<file path="config.mk">
export PLATFORM = sky130hd
export DESIGN_NAME = vector_mem_sequencer_flat
export DESIGN_NICKNAME = d
export VERILOG_FILES = /design/src/rtl/vector_mem_sequencer_if.sv /design/src/rtl/vector_mem_sequencer.sv /design/src/flat_wrapper.sv
export SDC_FILE = /design/constraint.sdc
export NUM_CORES = 1
export LEC_CHECK = 0
export ABC_AREA = 1
export CAP_MARGIN = 10
export CORE_ASPECT_RATIO = 2
export CORE_MARGIN = 2
export CORE_UTILIZATION = 38
export DETAILED_ROUTE_END_ITERATION = 8
export DONT_BUFFER_PORTS = 1
export PLACE_DENSITY_LB_ADDON = 0.25
export SETUP_SLACK_MARGIN = 0.4
export SLEW_MARGIN = 25
export SYNTH_ARGS = -nofsm -noshare
export SYNTH_HDL_FRONTEND = slang
export SYNTH_SLANG_ARGS = --single-unit
</file>
<file path="constraint.sdc">
create_clock -name clk -period 4.5 [get_ports clk]
set_input_delay 0.9 -clock clk [delete_from_list [all_inputs] [get_ports clk]]
set_output_delay 0.9 -clock clk [all_outputs]
set_load 0.005 [all_outputs]
</file>
<file path="src/rtl/vector_mem_sequencer_if.sv">
// rtl/vector_mem_sequencer_if.sv - word-wide data-memory beat port between sequencer and memory
interface vector_mem_sequencer_if #(
    parameter int ADDR_W = 32,
    parameter int DATA_W = 32
);
    logic              mem_en;
    logic              mem_we;
    logic [ADDR_W-1:0] mem_addr;
    logic [DATA_W-1:0] mem_wdata;
    logic [DATA_W-1:0] mem_rdata;
    logic              mem_ready;

    modport master (
        output mem_en,
        output mem_we,
        output mem_addr,
        output mem_wdata,
        input  mem_rdata,
        input  mem_ready
    );

    modport slave (
        input  mem_en,
        input  mem_we,
        input  mem_addr,
        input  mem_wdata,
        output mem_rdata,
        output mem_ready
    );
endinterface

</file>
<file path="src/rtl/vector_mem_sequencer.sv">
// rtl/vector_mem_sequencer.sv - splits MEM-stage scalar/vector accesses into word beats, stalls the pipeline
// Optional alignment check enabled by defining VSEQ_ALIGN_CHECK_EN.
module vector_mem_sequencer #(
    parameter int LANES  = 4,
    parameter int DATA_W = 32,
    parameter int ADDR_W = 32
) (
    input  logic                    clk,
    input  logic                    rst_n,
    input  logic                    req_valid,
    input  logic                    req_write,
    input  logic                    req_vector,
    input  logic [ADDR_W-1:0]       req_addr,
    input  logic [LANES*DATA_W-1:0] req_wdata,
    output logic                    stall,
    output logic                    rsp_valid,
    output logic [LANES*DATA_W-1:0] rsp_rdata,
    output logic                    rsp_err,
    vector_mem_sequencer_if.master  mem
);
    localparam int IDX_W = $clog2(LANES);

    typedef enum logic [1:0] {
        IDLE   = 2'd0,
        ACCESS = 2'd1,
        DONE   = 2'd2
    } state_t;

    state_t                  state_q;
    state_t                  state_d;
    logic                    write_q;
    logic                    vector_q;
    logic [ADDR_W-1:0]       addr_q;
    logic [LANES*DATA_W-1:0] wdata_q;
    logic [LANES*DATA_W-1:0] rdata_q;
    logic [IDX_W-1:0]        idx_q;
    logic                    accept;
    logic                    beat_done;
    logic                    last_beat;
    logic                    misaligned;

    assign accept    = (state_q == IDLE) && req_valid;
    assign beat_done = (state_q == ACCESS) && mem.mem_ready;
    // A scalar access never advances idx, so its only beat is also its last.
    assign last_beat = vector_q ? (idx_q == IDX_W'(LANES - 1)) : 1'b1;

`ifdef VSEQ_ALIGN_CHECK_EN
    logic err_q;

    assign misaligned = req_vector ? ((req_addr % ADDR_W'(4 * LANES)) != '0)
                                   : (req_addr[1:0] != 2'b00);
    assign rsp_err    = rsp_valid && err_q;

    always_ff @(posedge clk or negedge rst_n) begin
        if (!rst_n) begin
            err_q <= 1'b0;
        end else if (accept) begin
            err_q <= misaligned;
        end
    end
`else
    assign misaligned = 1'b0;
    assign rsp_err    = 1'b0;
`endif

    always_ff @(posedge clk or negedge rst_n) begin
        if (!rst_n) begin
            state_q <= IDLE;
        end else begin
            state_q <= state_d;
        end
    end

    always_comb begin
        state_d       = state_q;
        stall         = 1'b0;
        rsp_valid     = 1'b0;
        mem.mem_en    = 1'b0;
        mem.mem_we    = 1'b0;
        mem.mem_addr  = '0;
        mem.mem_wdata = '0;
        unique case (state_q)
            IDLE: begin
                if (req_valid) begin
                    stall   = 1'b1;
                    state_d = misaligned ? DONE : ACCESS;
                end
            end
            ACCESS: begin
                stall         = 1'b1;
                mem.mem_en    = 1'b1;
                mem.mem_we    = write_q;
                mem.mem_addr  = addr_q + (ADDR_W'(idx_q) << 2);
                mem.mem_wdata = write_q ? wdata_q[idx_q*DATA_W +: DATA_W] : '0;
                if (mem.mem_ready && last_beat) begin
                    state_d = DONE;
                end
            end
            DONE: begin
                rsp_valid = 1'b1;
                state_d   = IDLE;
            end
            default: begin
                state_d = IDLE;
            end
        endcase
        // State is already IDLE under reset; req_valid alone must not raise stall then.
        if (!rst_n) begin
            stall = 1'b0;
        end
    end

    always_ff @(posedge clk or negedge rst_n) begin
        if (!rst_n) begin
            write_q  <= 1'b0;
            vector_q <= 1'b0;
            addr_q   <= '0;
            wdata_q  <= '0;
            rdata_q  <= '0;
            idx_q    <= '0;
        end else if (accept) begin
            write_q  <= req_write;
            vector_q <= req_vector;
            addr_q   <= req_addr;
            wdata_q  <= req_wdata;
            rdata_q  <= '0;
            idx_q    <= '0;
        end else if (beat_done) begin
            if (!write_q) begin
                rdata_q[idx_q*DATA_W +: DATA_W] <= mem.mem_rdata;
            end
            if (!last_beat) begin
                idx_q <= idx_q + IDX_W'(1);
            end
        end
    end

    assign rsp_rdata = rdata_q;
endmodule

</file>
<file path="src/flat_wrapper.sv">
// flat-port wrapper written by rule: the top's interface ports become plain ports
module vector_mem_sequencer_flat 
#(
    parameter int LANES  = 4,
    parameter int DATA_W = 32,
    parameter int ADDR_W = 32
)
  (clk, rst_n, req_valid, req_write, req_vector, req_addr, req_wdata, stall, rsp_valid, rsp_rdata, rsp_err, mem_mem_en, mem_mem_we, mem_mem_addr, mem_mem_wdata, mem_mem_rdata, mem_mem_ready);
  vector_mem_sequencer_if #(.ADDR_W(ADDR_W), .DATA_W(DATA_W)) mem_i ();
  input  logic clk;
  input  logic rst_n;
  input  logic req_valid;
  input  logic req_write;
  input  logic req_vector;
  input  logic [ADDR_W-1:0] req_addr;
  input  logic [LANES*DATA_W-1:0] req_wdata;
  output logic stall;
  output logic rsp_valid;
  output logic [LANES*DATA_W-1:0] rsp_rdata;
  output logic rsp_err;
  output wire logic [$bits(mem_i.mem_en)-1:0] mem_mem_en;
  output wire logic [$bits(mem_i.mem_we)-1:0] mem_mem_we;
  output wire logic [$bits(mem_i.mem_addr)-1:0] mem_mem_addr;
  output wire logic [$bits(mem_i.mem_wdata)-1:0] mem_mem_wdata;
  input wire logic [$bits(mem_i.mem_rdata)-1:0] mem_mem_rdata;
  input wire logic [$bits(mem_i.mem_ready)-1:0] mem_mem_ready;
  assign mem_mem_en = mem_i.mem_en;
  assign mem_mem_we = mem_i.mem_we;
  assign mem_mem_addr = mem_i.mem_addr;
  assign mem_mem_wdata = mem_i.mem_wdata;
  assign mem_i.mem_rdata = mem_mem_rdata;
  assign mem_i.mem_ready = mem_mem_ready;
  vector_mem_sequencer #(.LANES(LANES), .DATA_W(DATA_W), .ADDR_W(ADDR_W)) u_core (.clk(clk), .rst_n(rst_n), .req_valid(req_valid), .req_write(req_write), .req_vector(req_vector), .req_addr(req_addr), .req_wdata(req_wdata), .stall(stall), .rsp_valid(rsp_valid), .rsp_rdata(rsp_rdata), .rsp_err(rsp_err), .mem(mem_i));
endmodule
</file>
; Yosys cells after proc, flatten, opt, wreduce, memory -nomap -nowiden
; Index checks and enable logic that the tools add are counted.
[word_totals]
output_inout_bits = 197
register_bits = 294
in_bits = 198
[classes]
n_eq_ne = 7
shifts = 3
n_mux = 20
addsub = 3
reduce_logical = 8
[ops]
columns = op, count
row1 = $mux W128, 3
row2 = $bwmux W128, 1
row3 = $shift A32 B34 Y128 const A, 1
row4 = $shiftx A128 B8 Y32, 1
row5 = $shiftx A32 B34 Y128, 1
row6 = $mux W32, 3
row7 = $neg A7 Y34, 1
row8 = $add A32 B4 Y32, 1
row9 = $mux W2, 5
row10 = $mux W1, 6
row11 = $ne A2 B2 Y1 const B, 3
row12 = $reduce_and A2 Y1, 3
row13 = $eq A2 B2 Y1 const B, 2
row14 = $pmux W2 S2, 1
row15 = $logic_and A1 B1 Y1, 3
row16 = $add A2 B1 Y2 const B, 1
row17 = $eq A2 B1 Y1 const B, 1
row18 = $logic_not A2 Y1, 1
row19 = $ne A2 B1 Y1 const B, 1
row20 = $pmux W1 S2, 1
row21 = $reduce_bool A2 Y1, 1

; Longest topological paths before layout
[depth]
word_depth = 6
ltp_mapped = 11
mapped_depth_nobuf = 10

; Worst setup path after synthesis
; OpenSTA, ideal clock, no wires.
[synth_timing]
path_type = input-to-output
startpoint = in req_valid
endpoint = out stall
slack_ps = 1890
cell_stages = 5
t_arrival_ps = 1710
path_buffers = 2
cell_sequence = nand2_1 -> nor2_4 -> buf_2 -> clkbuf_1 -> o21a_1
[synth_via]
elab_chain_cells = 3
[synth_rtl]
columns = item, line
row1 = from (decl), flat_wrapper.sv:12  ; input logic req_valid;
row2 = $mux W1, vector_mem_sequencer.sv:84  ; if (req_valid) begin
row3 = $pmux W1 S2, vector_mem_sequencer.sv:82  ; unique case (state_q)
row4 = $mux W1, vector_mem_sequencer.sv:108  ; if (!rst_n) begin
row5 = to (decl), flat_wrapper.sv:17  ; output logic stall;
; No other way between the ends.

; Final worst setup path
[layout_timing]
startpoint = reg u_core.idx_q[0]
endpoint = out mem_mem_addr[14]
[layout_via]
elab_chain_cells = 2
[layout_rtl]
columns = item, line
row1 = from (decl), vector_mem_sequencer.sv:36  ; logic [IDX_W-1:0] idx_q;
row2 = from (signal assigned), vector_mem_sequencer.sv:133  ; idx_q <= idx_q + IDX_W'(1);
row3 = $add A32 B4 Y32, vector_mem_sequencer.sv:93  ; mem.mem_addr = addr_q + (ADDR_W'(idx_q) << 2);
row4 = $mux W32, vector_mem_sequencer.sv:82
row5 = to (decl), flat_wrapper.sv:23  ; output wire logic [$bits(mem_i.mem_addr)-1:0] mem_mem_addr;
; No other way between the ends.

==> metrics.yaml <==
status: "completed"
max_slew_margin_pct: 30.7
cts_tree: "yes"
grt_pass1_wl_um: 66300
dp_slack_ns: 0.931
routed_wl_um: 42300
cpPeakStageDelay_ns: 0.61
tightestPinTransition_ns: 1.04
crit_path_end_kind: "output pin"
worst_slack_ns: 0.747
h-tree-depth: 1
grt_pass1_vias: 11500
worst_clock_skew_ns: 0.0145
ios: 395
fp.dieArea_um2: 38100
die_x_um: 139
ctsRootBufferMaster: "clkbuf_16"
arrival_ns: 2.85
p_switching_mw: 4.20
cts.sink_count: 294
fin_hold_ws_ns: 0.0345
min_path_type: "in -> async"
period_minus_slack_ns: 3.75
setup_violations: 0
drive_gt1_share_pct: 4.20
ys_warn_count: 0
synth_seq_cells: 294
io_buffers: 0
place.gp.congestion: 0.847
yosysTopAreaCellShare_pct: 53.1
rows: 99
crit_top_cell: "nor2_1"
async_flop_share_pct: 100
tns_ns: 0
antenna_found_initial: 2
clkTransAtPathRegs_ns: 0.07
drt_iter0_markers: 731
instances_no_fill: 2240
comb_power_share_pct: 33.8
p_per_area_nw_per_um2: 669
die_h_um: 274
initial_core_util_pct: 38.3
yosysSeqAreaShare_pct: 53.1
syn2layout_area_growth_pct: 7.65
p_sw_share_pct: 42.1
drc: 0
vias_per_cell: 5.15
synth_ff_type: "dfrtp_1"
critPathLaunchType: "flip-flop"
p_clk_share_pct: 24.1
cts_buffers: 29
synth_cells: 1835
grt_overflow: 0
final_antenna_net_count: 0
crit_fanout: 23
slowest_stage: "dfrtp_4"
gr-usage-all-layers_pct: 21.6
synth_nets: 2040
crit_required_ns: 3.60
cap_violations: 0
holdBufCountCts: 0
synth_area_leader_cell: "dfrtp_1"
post-dp-hpwl_um: 27300
path_cells: "ha_1 -> fa_1 -> nand2_1 -> nor2_1 -> nand2_1 -> nor2_1 -> o21ai_0 -> nor2_1"
ir_drop_uv: 401
max_freq_ghz: 0.266
leakagePower_nw: 7.67
rsz0062_at_grt: "false"
clock_path_buffers: 3
core_um2: 36200
clk_latency_ns: 0.57
timing.rr.end: "u_core.rsp_rdata[22]"
final-max-slew-violation-count: 0
seqPwrFrac_pct: 42.1
placedCellCount: 2190
syn_avg_cell_area_um2: 7.56
hold_viol: 0
synth_edf_count: 0
netlist_area_um2: 13900
wl_per_cell_um: 18.9
synth_common_cells: "762 x nand2_1, 294 x dfrtp_1, 244 x nor2_1, 141 x nand3_1, 114 x o21ai_0"
worstRegToRegCells: 6
ys_types: 33
grt_start_max_net_pins: 296
r2r_setup_slack_ns: 1.21
yosysMostFrequentCell: "nand2_1"
r2r-start: "u_core.idx_q[1]"
drt_first_pass_iters: 4
vias: 11500
synth_area_leaders: "dfrtp_1 53%, nand2_1 21%, nor2_1 6.6%, nand3_1 5.1%, o21ai_0 4.1%"
path_class: "reg -> out"
finalCritPeriodShare_pct: 83.4
final_nets: 1972
p_int_mw: 5.78
==> placed cells by master, fill, tap and decap left out, drive strengths merged <==
cell type,instances
nand2,767
dfrtp,294
nor2,249
nand3,141
o21ai,118
inv,73
a21oi,44
clkbuf,41
nand4,11
buf,9
o31ai,8
clkinv,8
ha,6
nor3,4
xnor2,2
clkinvlp,2
diode,1
nand3b,1
and3,1
xor2,1
o21a,1
o22ai,1
fa,1
conb,1
bufinv,1
==> timing repair <==
action                     in CTS  in global routing
buffers inserted                0                  0
setup endpoints to repair       0                  2
gates resized for setup         0                  2
==> worst max path at each step <==
stage,start,to,slack (ns),cells after the start
6_report,u_core.idx_q[0],mem_mem_addr[14],0.75,8
3_3_place_gp,u_core.idx_q[1],u_core.rsp_rdata[15],1.04,6
4_1_cts,u_core.idx_q[1],mem_mem_addr[14],0.52,7
2_1_floorplan,req_valid,stall,1.89,5
5_1_grt,u_core.idx_q[0],mem_mem_addr[14],0.51,8
3_5_place_dp,u_core.idx_q[1],u_core.rsp_rdata[14],0.93,6
==> state kept, by name, summed over array words and instances (netlist names) <==
signal / flops
u_core.state_q: 2
u_core.vector_q: 1
u_core.write_q: 1
u_core.rsp_rdata: 128
u_core.idx_q: 2
u_core.addr_q: 32
u_core.wdata_q: 128
==> metal layers <==
layer / global-route usage (%) / vias to the layer above / share of wire [%]
li1: - / 5604 / -
met1: 28.9 / 5447 / 42
met2: 34.6 / 426 / 46
met3: 5.48 / 66 / 8.3
met4: 6.80 / 2 / 2.9
met5: 0 / - / 0.038
==> power by group through the flow <==
stage	logic (mW)	clock network, mW	registers [mW]
2_1_floorplan	2.70	0	3.96
4_1_cts	3.44	2.47	4.20
5_1_grt	3.91	2.55	4.32
6_report	3.37	2.40	4.20
3_5_place_dp	3.43	0	4.23
3_3_place_gp	3.38	0	4.23
==> stage by stage <==
step / utilization [%] / power, mW / area, µm²
final: 41.3 / 9.98 / 14900
after global routing: 41.3 / 10.8 / 14900
after CTS: 41.2 / 10.1 / 14900
after detailed placement: 38.7 / 7.66 / 14000
after floorplan: - / 6.66 / 13900
after global placement: 38.7 / 7.60 / 14000
==> logic make-up after synthesis <==
kind of cell               count (synthesis)  share of synthesized area (%)
buffers and inverters                    184                           5.81
AOI/OAI and AO/OA                        172                           6.38
and+or+nand+nor                         1174                           33.8
other                                      1                         0.0270
xor gates and xnor gates                   3                          0.190
DFF                                      294                           53.1
adders and majority gates                  7                          0.686
==> critical path, delay by kind of cell (launching register included) <==
| kind | cells | cell delay, ns |
|---|---|---|
| DFF | 1 | 0.61 |
| adders and majority gates | 2 | 0.49 |
| AOI/OAI and AO/OA | 1 | 0.17 |
| and+or+nand+nor | 5 | 1.02 |
==> layout make-up <==
cell class	count	area (µm²)
fill	3855	21200
sequential	294	7360
multi-input combinational	1357	5720
clock buffer	41	831
tap	454	568
inverter	76	290
timing repair buffer	9	80.1
clock inverter	8	73.8
antenna	1	2.50
No activity file was read; power rests on OpenSTA's default activity.
